<file path="src/rtl/fp32_pkg.sv">
// Shared FP32 field widths, special exponent code and the unpacked-operand type
// used by the alignment/add front end.
package fp32_pkg;
    localparam int EXP_W = 8;
    localparam int MAN_W = 23;
    localparam logic [EXP_W-1:0] EXP_SPECIAL = 8'hFF;

    // man carries the hidden bit at [MAN_W]; zero for flushed operands.
    typedef struct packed {
        logic             sign;
        logic [EXP_W-1:0] exp;
        logic [MAN_W:0]   man;
    } fp_unp_t;
endpackage

</file>
<file path="src/rtl/fp32_unpack.sv">
// Combinational unpack of one FP32 operand into {effective sign, exp, mantissa}.
// Zero-exponent operands are flushed: mantissa 0 and sign forced positive.
module fp32_unpack
    import fp32_pkg::*;
#(
    parameter int FLUSH_DENORM = 1
) (
    input  logic [31:0] val,
    input  logic        neg,
    output fp_unp_t     op
);
    logic [EXP_W-1:0] exp_f;

    assign exp_f = val[30:23];

    always_comb begin
        op     = '0;
        op.exp = exp_f;
        if ((exp_f == '0) && (FLUSH_DENORM != 0)) begin
            op.sign = 1'b0;
            op.man  = '0;
        end else begin
            op.sign = val[31] ^ neg;
            op.man  = {exp_f != '0, val[MAN_W-1:0]};
        end
    end
endmodule

</file>
<file path="src/rtl/fp32_align_add.sv">
// Two-stage elastic FP32 align-and-add front end: stage 1 orders the operands
// and flags specials, stage 2 aligns the smaller mantissa and adds/subtracts.
module fp32_align_add
    import fp32_pkg::*;
#(
    parameter int FLUSH_DENORM = 1
) (
    input  logic        clk,
    input  logic        rst,
    input  logic        in_valid,
    output logic        in_ready,
    input  logic [31:0] a,
    input  logic [31:0] b,
    input  logic        op_sub,
    output logic        out_valid,
    input  logic        out_ready,
    output logic [24:0] res,
    output logic [7:0]  exp_base,
    output logic        sign_res,
    output logic        special,
    output logic        nan
);
    fp_unp_t ua, ub, big_c, small_c;

    fp32_unpack #(.FLUSH_DENORM(FLUSH_DENORM)) u_unpack_a (.val(a), .neg(1'b0),   .op(ua));
    fp32_unpack #(.FLUSH_DENORM(FLUSH_DENORM)) u_unpack_b (.val(b), .neg(op_sub), .op(ub));

    logic             a_big, a_nan, b_nan, a_inf, b_inf;
    logic             special_c, nan_c, inf_sign_c;
    logic [EXP_W-1:0] diff_c;

    // Tie on {exp, man} keeps a as the big operand.
    assign a_big   = {ua.exp, ua.man} >= {ub.exp, ub.man};
    assign big_c   = a_big ? ua : ub;
    assign small_c = a_big ? ub : ua;
    assign diff_c  = big_c.exp - small_c.exp;

    assign a_nan      = (ua.exp == EXP_SPECIAL) && (ua.man[MAN_W-1:0] != '0);
    assign b_nan      = (ub.exp == EXP_SPECIAL) && (ub.man[MAN_W-1:0] != '0);
    assign a_inf      = (ua.exp == EXP_SPECIAL) && (ua.man[MAN_W-1:0] == '0);
    assign b_inf      = (ub.exp == EXP_SPECIAL) && (ub.man[MAN_W-1:0] == '0);
    assign special_c  = (ua.exp == EXP_SPECIAL) || (ub.exp == EXP_SPECIAL);
    assign nan_c      = a_nan || b_nan || (a_inf && b_inf && (ua.sign != ub.sign));
    assign inf_sign_c = a_inf ? ua.sign : ub.sign;

    logic             s1_valid, s2_valid, s2_ready, s1_load;
    fp_unp_t          s1_big;
    logic [MAN_W:0]   s1_small_man;
    logic [EXP_W-1:0] s1_diff;
    logic             s1_sub, s1_special, s1_nan, s1_inf_sign;

    assign s2_ready  = !s2_valid || out_ready;
    assign s1_load   = !s1_valid || s2_ready;
    assign in_ready  = !rst && s1_load;
    assign out_valid = !rst && s2_valid;

    logic [MAN_W:0]   aligned_c;
    logic [MAN_W+1:0] sum_c;

    // Truncating alignment: bits shifted out are simply dropped.
    assign aligned_c = (s1_diff >= EXP_W'(MAN_W + 1)) ? '0 : (s1_small_man >> s1_diff);
    assign sum_c     = s1_sub ? ({1'b0, s1_big.man} - {1'b0, aligned_c})
                              : ({1'b0, s1_big.man} + {1'b0, aligned_c});

    always_ff @(posedge clk) begin
        if (s1_load) begin
            s1_big       <= big_c;
            s1_small_man <= small_c.man;
            s1_diff      <= diff_c;
            s1_sub       <= big_c.sign ^ small_c.sign;
            s1_special   <= special_c;
            s1_nan       <= nan_c;
            s1_inf_sign  <= inf_sign_c;
        end
    end

    always_ff @(posedge clk) begin
        if (rst) begin
            s1_valid <= 1'b0;
            s2_valid <= 1'b0;
            res      <= '0;
            exp_base <= '0;
            sign_res <= 1'b0;
            special  <= 1'b0;
            nan      <= 1'b0;
        end else begin
            if (s1_load) begin
                s1_valid <= in_valid;
            end
            if (s2_ready) begin
                s2_valid <= s1_valid;
                if (s1_valid) begin
                    special <= s1_special;
                    nan     <= s1_special && s1_nan;
                    if (s1_special) begin
                        res      <= '0;
                        exp_base <= EXP_SPECIAL;
                        sign_res <= !s1_nan && s1_inf_sign;
                    end else begin
                        res      <= sum_c;
                        exp_base <= s1_big.exp;
                        sign_res <= (sum_c != '0) && s1_big.sign;
                    end
                end
            end
        end
    end
endmodule

</file>
<file path="config.mk">
export PLATFORM = sky130hd
export DESIGN_NAME = fp32_align_add
export DESIGN_NICKNAME = d
export VERILOG_FILES = /design/src/rtl/fp32_pkg.sv /design/src/rtl/fp32_unpack.sv /design/src/rtl/fp32_align_add.sv
export SDC_FILE = /design/constraint.sdc
export NUM_CORES = 1
export LEC_CHECK = 0
export ABC_AREA = 1
export CAP_MARGIN = 20
export CORE_ASPECT_RATIO = 2
export CORE_MARGIN = 3
export CORE_UTILIZATION = 40
export DETAILED_ROUTE_END_ITERATION = 16
export PLACE_DENSITY = 0.65
export SYNTH_ARGS = -nofsm -noshare
export SYNTH_HDL_FRONTEND = slang
export SYNTH_SLANG_ARGS = --single-unit
</file>
<file path="constraint.sdc">
create_clock -name clk -period 7 [get_ports clk]
set_input_delay 1.4 -clock clk [delete_from_list [all_inputs] [get_ports clk]]
set_output_delay 1.4 -clock clk [all_outputs]
set_load 0.02 [all_outputs]
</file>
==> flow_summary.yaml, run 1 <==
run_status:
  outcome: "finished clean"
synth:
  ys_warn_count: 0
  syn_nets: 1457
  synth.distinct_cells: 55
  async_flop_share: 0
  synth_edf_count: 69
  syn_avg_cell_area_um2: 6.99
  ys_top_cells_by_count: "381 x nand2_1, 141 x nand3_1, 127 x inv_1, 94 x nor2_1, 78 x o21ai_0"
  ys_seq_area_frac: 0.305
  ys_top_cells_by_area: "edfxtp_1 22%, nand2_1 15%, dfxtp_1 8.2%"
  syn_inst: 1329
  synth_top_area_frac: 0.223
  yosysTopAreaCell: "edfxtp_1"
  synth_most_common_cell: "nand2_1"
  synth_ff_type: "edfxtp_1"
  ys_ff_latch: 107
  syn_area_mm2: 0.00929
grt:
  met2_usage: 0.470
  grt_max_degree: 72
  met3_usage: 0.0246
  met1_usage: 0.229
  top_usage_layer: "met2"
  antenna_found_initial: 0
  overflow: 0
  grt_pass1_wl_um: 47300
  track_usage: 0.243
  grt_pass1_vias: 9164
die:
  io_pins: 107
  fp-row-count: 78
  die_x_um: 114
  die_h_um: 222
  core-area_mm2: 0.0227
  initial_core_util: 0.409
  dieArea_mm2: 0.0252
final_layout:
  drive_gt1_frac: 0.0871
  area_growth_pct: 16.3
  num-fill-cells: 2328
  layout.nets: 1535
  antenna_cells: 0
  post-route-util: 0.475
clocking:
  cts.repair.resized: 0
  post_cts_buffers: 0
  clock-root-buffer: "clkbuf_16"
  cts_sinks: 107
  cts_tree: "done"
  clk_latency_ns: 0.37
  numCtsBuffers: 9
  clkTransAtPathRegs_ns: 0.08
  cts_hold_buf: 0
  htree_levels: 3
  cts_buffer_depth: 2
critical_path:
  crit_cells: 24
  endpoint_kind: "register"
  path_delay_family: "simple AND/OR/NAND/NOR gates"
  r2r_cells: 29
  cp_slowest_cell: "clkdlybuf4s50_1"
  crit_fanout: 49
  path_cells: "clkdlybuf4s50_1 > inv_1 > nand4_1 > nor2_1 > inv_1 > nand2_1 > ha_1 > nand2_1 > inv_1 > o21ai_0 > a21oi_1 > nor2_1 > nand2_1 > nand2_1 > nand3_2 > inv_2 > buf_4 > nand2_1 > o211ai_1 > o21ai_0 > nor2_1 > nand2_1 > nand2_1 > nand2_1"
  crit_required_ns: 7.14
  worstPathArrival_ns: 5.66
  crit_type: "input port to register"
  start_kind: "input port"
  worst-path-buf-inv: 6
  cpMostUsedCell: "nand2_1"
  max_stage_delay_ns: 0.51
sta:
  clock_skew_ns: 0.0145
  slew_headroom: 0.359
  hold_ws_ns: 0.465
  worstMarginPinSlew_ns: 0.959
  final-hold-violation-count: 0
  maxSlewViolCount: 0
  tns_ns: 0
  rsz0062_at_grt: "no"
  fmax_ghz: 0.181
  fin_ws_ns: 1.48
  period_minus_slack_ns: 5.52
  fin_crit_sh: 0.788
  setup_violations: 0
route:
  drc: 0
  dr_total_vias: 9134
  routed_wl_um: 30200
  drt_iter0_drc: 488
  antenna_left: 0
  wire_per_inst_um: 17.9
  detail_route.vias_per_cell: 5.40
  drtPass1Iterations: 7
place:
  portBuffers: 106
  dp_hpwl_um: 25100
  globalplace.congestion: 1.01
  place_ws_ns: 1.05
hold_path:
  min_path_type: "register to register"
  min_path_cells: 2
run:
  maxCapViolations: 0
pwr:
  p_leak_uw: 0.00495
  power_density_mw_per_mm2: 337
  ir_drop_uv: 187
worst register-to-register path: cells and delay by family (launching register included):
family / cells / cell delay [ns]
xor+xnor: 2 / 0.45
fa+ha+maj: 2 / 0.66
simple gates: 18 / 2.44
flops: 1 / 0.43
buf+inv: 2 / 0.47
compound gates: 5 / 0.84
cell families after synthesis:
kind of cell               synth area share
xor gates and xnor gates             0.0311
AOI/OAI and AO/OA                     0.125
and+or+nand+nor                       0.371
buffers and inverters                0.0878
DFF                                   0.305
adders and majority gates            0.0803
area by class of cell:
type	count	area [um^2]	share of cell area
inverter	140	526	0.0487
clock inverter	6	60.1	0.00556
timing repair buffer	117	1140	0.106
multi-input combinational	1032	5660	0.524
sequential	107	2830	0.262
tap	280	350	0.0324
clock buffer	10	229	0.0212
state kept, by name (all words and copies together) (netlist names):
| name | flops |
|---|---|
| s1_big | 33 |
| s1_nan | 1 |
| s1_inf_sign | 1 |
| exp_base | 8 |
| s1_sub | 1 |
| s1_special | 1 |
| res | 25 |
| s1_small_man | 24 |
| nan | 1 |
| s1_valid | 1 |
| s2_valid | 1 |
| special | 1 |
| s1_diff | 8 |
| sign_res | 1 |
report_power, final:
group	leakage (uW)	switching, uW	internal [uW]
registers	0.00105	91.5	790
clock network	0.000141	252	250
logic	0.00376	1460	799
cells in the final DEF (no fill, tap or decap), types with 2 or more instances in the layout:
cell,count
nor4_1,6
clkdlybuf4s50_1,106
o21ai_1,8
edfxtp_1,69
clkinv_4,2
nor3_1,14
inv_6,3
o21bai_1,4
inv_2,11
o21a_1,4
or2_2,10
xnor2_1,15
clkinv_1,2
nand4_1,23
nand3b_1,9
nand3_1,140
ha_1,58
o21ai_0,78
nand2_1,381
a21oi_1,75
a21o_1,3
dfxtp_1,38
nor2_4,4
nand2_2,18
o211ai_1,6
nand3_2,28
buf_4,11
nand3_4,4
inv_1,127
clkbuf_16,9
o221a_2,8
nor2_2,3
xor2_1,18
nor2_1,94
a21oi_2,3
routing by layer:
| layer | vias to the layer above | routed length [um] |
|---|---|---|
| met1 | 4165 | 10000 |
| li1 | 4621 | - |
| met2 | 253 | 17100 |
| met3 | 95 | 780 |
| met5 | - | 0 |
| met4 | 0 | 2350 |
worst paths after layout:
path / slack [ns] / to / from
hold reg to reg: 0.47 / res[1]$_SDFFE_PP0P_ / res[1]$_SDFFE_PP0P_
setup reg to reg: 1.57 / sign_res$_SDFFE_PP0P_ / s1_diff[7]$_DFFE_PN_
setup / recovery: 1.48 / s1_diff[7]$_DFFE_PN_ / b[23]
hold / removal: 0.47 / res[1]$_SDFFE_PP0P_ / res[1]$_SDFFE_PP0P_
stage by stage:
step	area [um^2]	power, uW	std cells
final	10800	3640	1692
after global routing	10800	3940	1692
after CTS	10800	3660	1692
after detailed placement	10500	3150	1676
after global placement	10500	3130	1676
after floorplan	9290	2480	1329
No activity file was read; power rests on OpenSTA's default activity.
==> run 2: changes to the inputs <==
--- a/config.mk
+++ b/config.mk
@@ -11,7 +11,7 @@
 export CORE_MARGIN = 3
 export CORE_UTILIZATION = 40
 export DETAILED_ROUTE_END_ITERATION = 16
-export PLACE_DENSITY = 0.65
+export PLACE_DENSITY = 0.67
 export SYNTH_ARGS = -nofsm -noshare
 export SYNTH_HDL_FRONTEND = slang
 export SYNTH_SLANG_ARGS = --single-unit
==> constraint.sdc (replaced) <==
create_clock -name clk -period 4.79 [get_ports clk]
set_input_delay 0.958 -clock clk [delete_from_list [all_inputs] [get_ports clk]]
set_output_delay 0.958 -clock clk [all_outputs]
set_load 0.02 [all_outputs]
==> run 2 against run 1 <==
Effect of this change:
- total power is 61% higher
- sequential cell count did not move
- clock skew fell by 0.00053 ns
- design area increased by 6.0%
- routed wire length is 5.4% higher
- utilization grew 2.9 points
- via count is 4.3% higher
- sequential power up 43%
- largest power group unchanged
==> flow_summary.yaml, run 2 (synthesis results as in run 1) <==
clocking:
  clk_latency_ns: 0.36
  htree_levels: 3
  numCtsBuffers: 9
  cts_buffer_depth: 2
  clkTransAtPathRegs_ns: 0.08
  clock-root-buffer: "clkbuf_16"
  cts_hold_buf: 0
  cts_tree: "done"
  cts_sinks: 107
critical_path:
  cpMostUsedCell: "nand2_1"
  cp_slowest_cell: "edfxtp_1"
  max_stage_delay_ns: 0.43
  crit_required_ns: 5.04
  worstPathArrival_ns: 4.76
  start_kind: "register"
  crit_fanout: 18
  crit_type: "register to register"
  endpoint_kind: "register"
  critPathLaunch: "s1_diff[6]$_DFFE_PN_"
  regToRegStartpoint: "s1_diff[6]$_DFFE_PN_"
route:
  dr_total_vias: 9528
  met2_length_um: 18300
  dr_wl_met3_um: 873
  drc: 0
  antenna_left: 0
  wl_met1_um: 10000
  drt_iter0_drc: 522
  detail_route.vias_per_cell: 5.46
  wire_per_inst_um: 18.3
  routed_wl_um: 31900
  top_layer_used: "met4"
  drtPass1Iterations: 7
final_layout:
  regArea_mm2: 0.00283
  final_common_cell: "nand2_1"
  largestRegisters: "s1_big x33, res x25, s1_small_man x24"
  layout_common_cells: "378 x nand2_1, 140 x nand3_1, 127 x inv_1"
  regMostFlops: "s1_big"
  layout.nets: 1589
  post-route-util: 0.504
  drive_gt1_frac: 0.137
  multi_input_area_mm2: 0.00579
  area_growth_pct: 23.3
  num-fill-cells: 2287
  largest_reg_flops: 33
  antenna_cells: 0
place:
  portBuffers: 106
  place_ws_ns: -0.0293
  dp_hpwl_um: 26500
  globalplace.congestion: 1.11
die:
  dieArea_mm2: 0.0252
  die_h_um: 222
  core-area_mm2: 0.0227
  initial_core_util: 0.409
  die_x_um: 114
  fp-row-count: 78
  io_pins: 107
grt:
  antenna_found_initial: 0
  grt_pass1_wl_um: 48600
  grt_max_degree: 71
  grt_pass1_vias: 9467
  track_usage: 0.249
  overflow: 0
pwr:
  p_leak_uw: 0.00528
  power_density_mw_per_mm2: 514
  ir_drop_uv: 273
sta:
  clock_skew_ns: 0.0139
  setup_violations: 0
  tns_ns: 0
  worstMarginPinSlew_ns: 0.855
  slew_headroom: 0.430
  final-hold-violation-count: 0
  period_minus_slack_ns: 4.51
  fin_ws_ns: 0.281
  fin_crit_sh: 0.941
  fmax_ghz: 0.222
  maxSlewViolCount: 0
run_status:
  outcome: "finished clean"
hold_path:
  min_path_type: "register to register"
  hold_path_startpoint: "res[13]$_SDFFE_PP0P_"
run:
  maxCapViolations: 0
run 2: routing by layer:
metal,track usage,vias up
met3,0.0219,128
met4,0.186,0
met2,0.501,288
met1,0.214,4391
li1,-,4721
met5,0,-
run 2: through the flow:
stage | std cells | cell area, um^2 | hold WS, ns | total power, uW
final | 1746 | 11500 | 0.468 | 5880
after global routing | 1746 | 11500 | 0.486 | 6310
after CTS | 1741 | 11300 | 0.469 | 5640
after detailed placement | 1725 | 11000 | 0.456 | 4910
after global placement | 1725 | 11000 | 0.456 | 4880
after floorplan | 1329 | 9290 | 0.478 | 3620
run 2: final cells by class:
type	count	share of cell area
multi-input cells	1032	0.506
flip-flops and latches	107	0.247
repair buffers	171	0.144
inverters	140	0.0459
well taps	280	0.0306
clock buffers	9	0.0197
clock inverters	7	0.00623
run 2: worst max-delay path, delay by kind of cell, from the launching register on:
| family | cells | cell delay [ns] |
|---|---|---|
| xor+xnor | 1 | 0.17 |
| compound gates | 6 | 1.05 |
| buf+inv | 5 | 0.66 |
| fa+ha+maj | 1 | 0.36 |
| flops | 1 | 0.43 |
| simple gates | 14 | 1.72 |
run 2: path summary, 6_finish.rpt:
kind / end / slack (ns) / cells past startpoint
worst max-delay path: sign_res$_SDFFE_PP0P_ / 0.28 / 27
worst min-delay path: res[13]$_SDFFE_PP0P_ / 0.47 / 2
worst max register to register: sign_res$_SDFFE_PP0P_ / 0.28 / 27
worst min register to register: res[13]$_SDFFE_PP0P_ / 0.47 / 2
run 2: timing repair:
item / 4_1_cts / 5_1_grt
endpoints found under the hold margin: 0 / 0
setup endpoints to repair: 0 / 2
gates resized for setup: 0 / 28
setup buffers: 0 / 4
run 2: where the power goes:
part	total [uW]	switching, uW	internal (uW)	leakage, uW
Clock	719	353	366	0.000146
Sequential	1260	103	1150	0.00105
Combinational	3900	2340	1560	0.00408
Total	5880	2800	3080	0.00528
